File: src/rtl/bit_serializer.sv
// Parallel-to-serial front end for the serial pattern detector: WIDTH-bit words in
// over valid/ready, one bit per clock out, with a one-word holding buffer for gapless streaming.
module bit_serializer #(
  parameter int WIDTH     = 8,
  parameter bit MSB_FIRST = 1'b1,
  parameter bit IDLE_BIT  = 1'b0
) (
  input  logic             clk,
  input  logic             rst,
  input  logic [WIDTH-1:0] din,
  input  logic             din_valid,
  output logic             din_ready,
  output logic             ser_out,
  output logic             ser_valid,
  output logic             word_done,
  output logic             busy
);

  localparam int CW = $clog2(WIDTH + 1);

  logic [WIDTH-1:0] sh;
  logic [WIDTH-1:0] hb;
  logic [CW-1:0]    cnt;
  logic             hb_full;
  logic             acc;

  function automatic logic [WIDTH-1:0] shift_once(input logic [WIDTH-1:0] v);
    if (MSB_FIRST)
      shift_once = {v[WIDTH-2:0], 1'b0};
    else
      shift_once = {1'b0, v[WIDTH-1:1]};
  endfunction

  // Outputs decode straight from state; rst masks them so a reset cycle looks idle.
  assign ser_valid = (cnt != '0) & ~rst;
  assign ser_out   = ser_valid ? (MSB_FIRST ? sh[WIDTH-1] : sh[0]) : IDLE_BIT;
  assign word_done = (cnt == CW'(1)) & ~rst;
  assign busy      = ((cnt != '0) | hb_full) & ~rst;
  assign din_ready = ~hb_full & ~rst;
  assign acc       = din_valid & din_ready;

  // Stage boundary: shift register, bit counter and holding buffer
  always_ff @(posedge clk) begin
    if (rst) begin
      cnt     <= '0;
      hb_full <= 1'b0;
      sh      <= '0;
      hb      <= '0;
    end else if (cnt <= CW'(1)) begin
      // Idle or last bit: the next word (buffered first) starts on this edge.
      if (hb_full) begin
        sh      <= hb;
        cnt     <= CW'(WIDTH);
        hb_full <= acc;
        if (acc)
          hb <= din;
      end else if (acc) begin
        sh  <= din;
        cnt <= CW'(WIDTH);
      end else begin
        cnt <= '0;
      end
    end else begin
      sh  <= shift_once(sh);
      cnt <= cnt - CW'(1);
      if (acc) begin
        hb      <= din;
        hb_full <= 1'b1;
      end
    end
  end

endmodule
File: config.mk
export PLATFORM = sky130hd
export DESIGN_NAME = bit_serializer
export DESIGN_NICKNAME = d
export VERILOG_FILES = /design/src/rtl/bit_serializer.sv
export SDC_FILE = /design/constraint.sdc
export NUM_CORES = 1
export LEC_CHECK = 0
export BUFFER_PORTS_ARGS = -buffer_cell sky130_fd_sc_hd__buf_2
export CAP_MARGIN = 15
export CORE_MARGIN = 2
export CORE_UTILIZATION = 59
export DETAILED_ROUTE_END_ITERATION = 12
export GPL_ROUTABILITY_DRIVEN = 0
export PLACE_DENSITY = 0.82
export SKIP_CTS_REPAIR_TIMING = 1
export SLEW_MARGIN = 10
export SYNTH_ARGS = -nofsm -noshare
export SYNTH_HDL_FRONTEND = slang
export SYNTH_SLANG_ARGS = --single-unit
File: constraint.sdc
create_clock -name clk -period 4.3 [get_ports clk]
set_input_delay 0.215 -clock clk [delete_from_list [all_inputs] [get_ports clk]]
set_output_delay 0.215 -clock clk [all_outputs]
set_load 0.02 [all_outputs]
==> results of run 1 <==
==> area by class of cell <==
| class | instances | share of cell area [%] |
|---|---|---|
| Timing Repair Buffer | 15 | 6.38 |
| Sequential cell | 21 | 35.7 |
| Multi-Input combinational cell | 82 | 49.5 |
| Inverter | 11 | 3.51 |
| Clock buffer | 4 | 2.23 |
| Tap cell | 25 | 2.66 |
==> worst paths after layout <==
kind         slack, ps  cells past startpoint            endpoint          startpoint
max reg2reg       2630                      5  hb[7]$_SDFFE_PP0P_   cnt[0]$_SDFF_PP0_
min                140                      3  hb[4]$_SDFFE_PP0P_              din[4]
max               2230                      4             ser_out   cnt[3]$_SDFF_PP0_
min reg2reg        470                      2  hb[3]$_SDFFE_PP0P_  hb[3]$_SDFFE_PP0P_
==> cell families (layout without fill, tap and decap cells) <==
logic type / after synthesis / count (layout) / share of synthesized area, %
AOI/OAI and AO/OA: 28 / 28 / 20.9
xor gates and xnor gates: 1 / 1 / 0.795
adders and majority gates: 3 / 3 / 3.41
buffers and inverters: 21 / 30 / 9.08
DFF: 21 / 21 / 38.1
muxes: 9 / 9 / 8.17
and+or+nand+nor: 41 / 41 / 19.5
==> routing by layer <==
metal	track usage [%]	wire length, um
met1	31.2	1080
met2	43.8	1120
met3	4.62	140
met4	10.0	57
met5	0	0
==> synthesized netlist by cell type, types with 2 or more instances <==
cell type / number / share of area [%]
a21oi_1: 3 / 1.4
a211oi_1: 7 / 4.8
mux2i_1: 9 / 8.2
nor2_1: 5 / 1.7
nand2b_1: 2 / 1.1
nor3_1: 4 / 1.8
dfxtp_1: 21 / 38
and3b_1: 7 / 5.6
buf_6: 2 / 2.0
o32ai_1: 7 / 5.6
ha_1: 3 / 3.4
inv_1: 11 / 3.7
o2111ai_1: 7 / 5.6
nand2_1: 17 / 5.8
buf_2: 5 / 2.3
clkbuf_1: 2 / 0.68
==> power by group <==
part,switching (mW),internal [mW]
clock network,0.0601,0.0362
logic,0.220,0.140
registers,0.0471,0.258
==> flip-flops by register name, indices dropped and copies added (netlist names) <==
name     flops
sh           8
hb           8
hb_full      1
cnt          4
==> critical path: cells and delay by family, from the launching register on <==
kind | cells | cell delay, ps
compound gates | 1 | 190
buf+inv | 1 | 150
flops | 1 | 360
simple gates | 2 | 840
==> stage by stage <==
stage,cell area [sq um],setup slack (ps),utilization (%),total power [mW],cells
floorplan,1100,2790,-,0.594,124
global placement,1150,2710,65.9,0.649,154
detailed placement,1150,2610,65.9,0.665,154
CTS,1180,2210,67.4,0.764,158
global route,1180,2120,67.4,0.812,158
finish,1180,2230,67.4,0.762,158
==> impl_metrics.tcl, run 1 <==
set metrics [dict create \
    rsz_0062_raised_after_global_routing "no" \
    synth.net_count 138 \
    chipWidth_um 47.2 \
    num-nets-final 148 \
    detail_route.wirelength_mm 2.39 \
    crit_fanout 12 \
    fin_worst_hold_slack_ps 144 \
    ioPinCount 16 \
    n_antenna_cell 0 \
    clock_tree_from_tritoncts "yes" \
    startpoint_type_of_the_worst_setup_path "register" \
    timing.clock.skew_ps 3.70 \
    die_area_sq_um 2230 \
    ys_seq_area_share_pct 38.1 \
    drt-vias-per-instance 5.98 \
    initial_utilization_pct 63.2 \
    placeableCoreArea_sq_um 1750 \
    worst_hold_path_type "in2reg" \
    end_kind "primary output" \
    irDropWorstVdd_mv 0.376 \
    tritoncts_num_sinks 21 \
    flow.area_growth_from_synthesis_pct 6.70 \
    cts-root-to-sink-buffers 2 \
    worst_pin_slew_ps 827 \
    final_layout_size_suffix_gt1_share_pct 16.5 \
    count_of_endpoints_failing_hold_in_the_final_timing_report 0 \
    p_leak_nw 0.490 \
    drc 0 \
    most_common_cell_after_layout_fill_and_taps_aside "dfxtp_1" \
    drt_first_iter_violations 17 \
    synth_area_per_cell_sq_um 8.89 \
    cts_inserted_buffers 3 \
    h_tree_depth 1 \
    drt-pass1-iter-count 4 \
    max_freq_ghz 0.483 \
    via_count 945 \
    grt_pass1_vias 889 \
    multiInputGateArea_sq_um 582 \
    crit_slowest_cell "nor2_1" \
    dp_hpwl_mm 1.62 \
    setup_viol 0 \
    synth_cell_type_count 28 \
    ys_async_sr_fraction_pct 0 \
    syn_inst 124 \
    count_of_flip_flops_with_a_built_in_enable_after_synthesis 0 \
    grt_first_pass_wirelength_mm 3.96 \
    final_max_slew_viol_count 0 \
    worst_skew_pair_later_pin_latency_ps 310 \
    detail_route.wl_per_cell_um 15.1 \
    yosys_warnings 0 \
    maxCapViolations 0 \
    largest_net_degree_at_the_start_of_global_routing 26 \
    final-seq-area_sq_um 420 \
    port-buffer-count 15 \
    final_cell_mix "dfxtp_1, nand2_1, buf_2" \
    tns_ps 0 \
    critical_path.cell_chain "nor2_1 > a21oi_1 > and2_1 > buf_2" \
    grt.total_usage_pct 25.5 \
    std_cell_rows 15 \
    clock-root-buffer "clkbuf_4" \
    netlist_area_sq_um 1100 \
    antenna_left 0 \
    grt_antenna_before_repair 0 \
    grt.overflow.total 0 \
    worst_setup_hold_path_clk_slew_ps 110 \
    flop_and_latch_count_out_of_synthesis 21 \
    synth_ff_type "dfxtp_1" \
    crit_path_dat_ps 1860 \
    timing.final.crit_share_pct 48.2 \
    dieHeight_um 47.2 \
    worst_endpoint_required_time_ps 4090 \
    layout.filler_cells 157 \
    period_minus_slack_ps 2070 \
    path_class "reg2out" \
    slew_headroom_pct 44.7 \
    run_status "completed" \
    cpPeakStageDelay_ps 650 \
    power.density_cell_area_nw_per_um2 648 \
]
(Power assumes the default switching activity.)
==> run 2: changes to the inputs <==
- CORE_UTILIZATION: 59 -> 49
- PLACE_DENSITY: 0.82 -> 0.73
- clock period: 4.3 -> 1.85 ns (I/O delays scaled with it)
==> run 2 against run 1 <==
- die area increased by 19%
- critical path depth unchanged
- design area increased by 2.3%
- routed wire length increased by 0.75%
- setup slack got worse by 2000 ps
- non-clock buffer count increased by 3
- global-route usage decreased by 4.6 points
- final cell count increased by 3.8%
- sequential power increased by 130%
- combinational power increased by 140%
- critical endpoint unchanged
- highest routed layer unchanged
==> impl_metrics.tcl, run 2 (synthesized netlist as in run 1, its figures left out) <==
set metrics [dict create \
    layout.filler_cells 213 \
    ioPinCount 16 \
    placement.cell_area_sq_um 1180 \
    detail_route.wirelength_mm 2.41 \
    drt_first_iter_violations 17 \
    dieHeight_um 51.4 \
    count_of_endpoints_failing_hold_in_the_final_timing_report 0 \
    timing.clock.skew_ps 7.99 \
    tns_ps 0 \
    detail_route.wl_per_cell_um 14.7 \
    totalPowerFinal_mw 1.80 \
    clock_tree_from_tritoncts "yes" \
    final_max_slew_viol_count 0 \
    irDropWorstVdd_mv 0.822 \
    worst_hold_path_type "in2reg" \
    largest_net_degree_at_the_start_of_global_routing 25 \
    initial_utilization_pct 50.8 \
    via_count 934 \
    grt_first_pass_wirelength_mm 4.08 \
    final-seq-area_sq_um 420 \
    regToRegStartpoint "cnt[0]$_SDFF_PP0_" \
    grt_antenna_before_repair 0 \
    num-nets-final 151 \
    path_class "reg2out" \
    n_antenna_cell 0 \
    cts_inserted_buffers 3 \
    drt-vias-per-instance 5.70 \
    worst_setup_hold_path_clk_slew_ps 130 \
    antenna_left 0 \
    flow.area_growth_from_synthesis_pct 9.19 \
    maxCapViolations 0 \
    port-buffer-count 15 \
    chipWidth_um 51.4 \
    rsz_0062_raised_after_global_routing "no" \
    drt-pass1-iter-count 4 \
    dp_hpwl_mm 1.73 \
    grt_pass1_vias 860 \
    tritoncts_num_sinks 21 \
    worst_pin_slew_ps 615 \
    crit_fanout 8 \
    period_minus_slack_ps 1660 \
    most_common_cell_after_layout_fill_and_taps_aside "dfxtp_1" \
    min-delay-start "din[7]" \
    run_status "completed" \
    worstSetupStartpoint "cnt[3]$_SDFF_PP0_" \
    cts-root-to-sink-buffers 2 \
    power.density_cell_area_nw_per_um2 1490 \
    crit_path_dat_ps 1570 \
    summed_area_of_non_filler_cells_in_the_final_layout_sq_um 1200 \
    p_leak_nw 0.506 \
    placeableCoreArea_sq_um 2170 \
    setup_viol 0 \
    multiInputGateArea_sq_um 582 \
    startpoint_type_of_the_worst_setup_path "register" \
    largest_registers "hb: 8 flops, sh: 8 flops, cnt: 4 flops" \
    end_kind "primary output" \
    worst_skew_pair_later_pin_latency_ps 310 \
    drc 0 \
    grt.total_usage_pct 20.9 \
    die_area_sq_um 2650 \
    grt.overflow.total 0 \
    ff2ff_setup_slack_ps 250 \
    timing.final.crit_share_pct 89.8 \
    h_tree_depth 1 \
    worst_endpoint_required_time_ps 1760 \
    std_cell_rows 17 \
    slew_headroom_pct 59.0 \
    final_layout_size_suffix_gt1_share_pct 19.1 \
    clock-root-buffer "clkbuf_4" \
    max_freq_ghz 0.602 \
    final_cell_mix "dfxtp_1, nand2_1, buf_2" \
]
## run 2: path summary, 6_finish.rpt
kind	to	depth (start not counted)
worst min register to register	hb[0]$_SDFFE_PP0P_	2
worst min-delay path	hb[7]$_SDFFE_PP0P_	3
worst max-delay path	ser_out	4
worst max register to register	hb[4]$_SDFFE_PP0P_	5
## run 2: area by class of cell
class	instances	area share, %
Sequential cell	21	34.9
Inverter	11	3.43
Multi-Input combinational cell	82	48.3
Timing Repair Buffer	18	8.11
Clock inverter	1	0.416
Tap cell	28	2.91
Clock buffer	3	1.87
## run 2: routing by layer
layer / global-route usage [%] / vias up / wire (um)
li1: - / 468 / -
met1: 28.5 / 444 / 1130
met2: 34.0 / 20 / 1170
met3: 5.56 / 2 / 90
met4: 2.63 / 0 / 14
met5: 0 / - / 0
## run 2: power breakdown
part	leakage [nW]	switching (mW)	internal [mW]	total (mW)
clock network	0.0177	0.146	0.0807	0.226
logic	0.317	0.512	0.349	0.861
registers	0.172	0.109	0.600	0.709
total	0.506	0.767	1.03	1.80
## run 2: critical path: stages, from the launching register on
cell	delay (ps)
dfxtp_1	360
nor2_1	400
a21oi_1	170
and2_1	180
buf_2	150
## run 2: per-stage QoR
step           hold slack (ps)  worst slack (ps)  util, %  cells
3_3_place_gp               359               358     54.2    160
2_1_floorplan              235               407        -    124
6_report                  25.3               189     55.5    164
5_1_grt                   20.7              20.1     55.5    164
4_1_cts                   18.0               184     55.5    164
3_5_place_dp               364               253     54.2    160
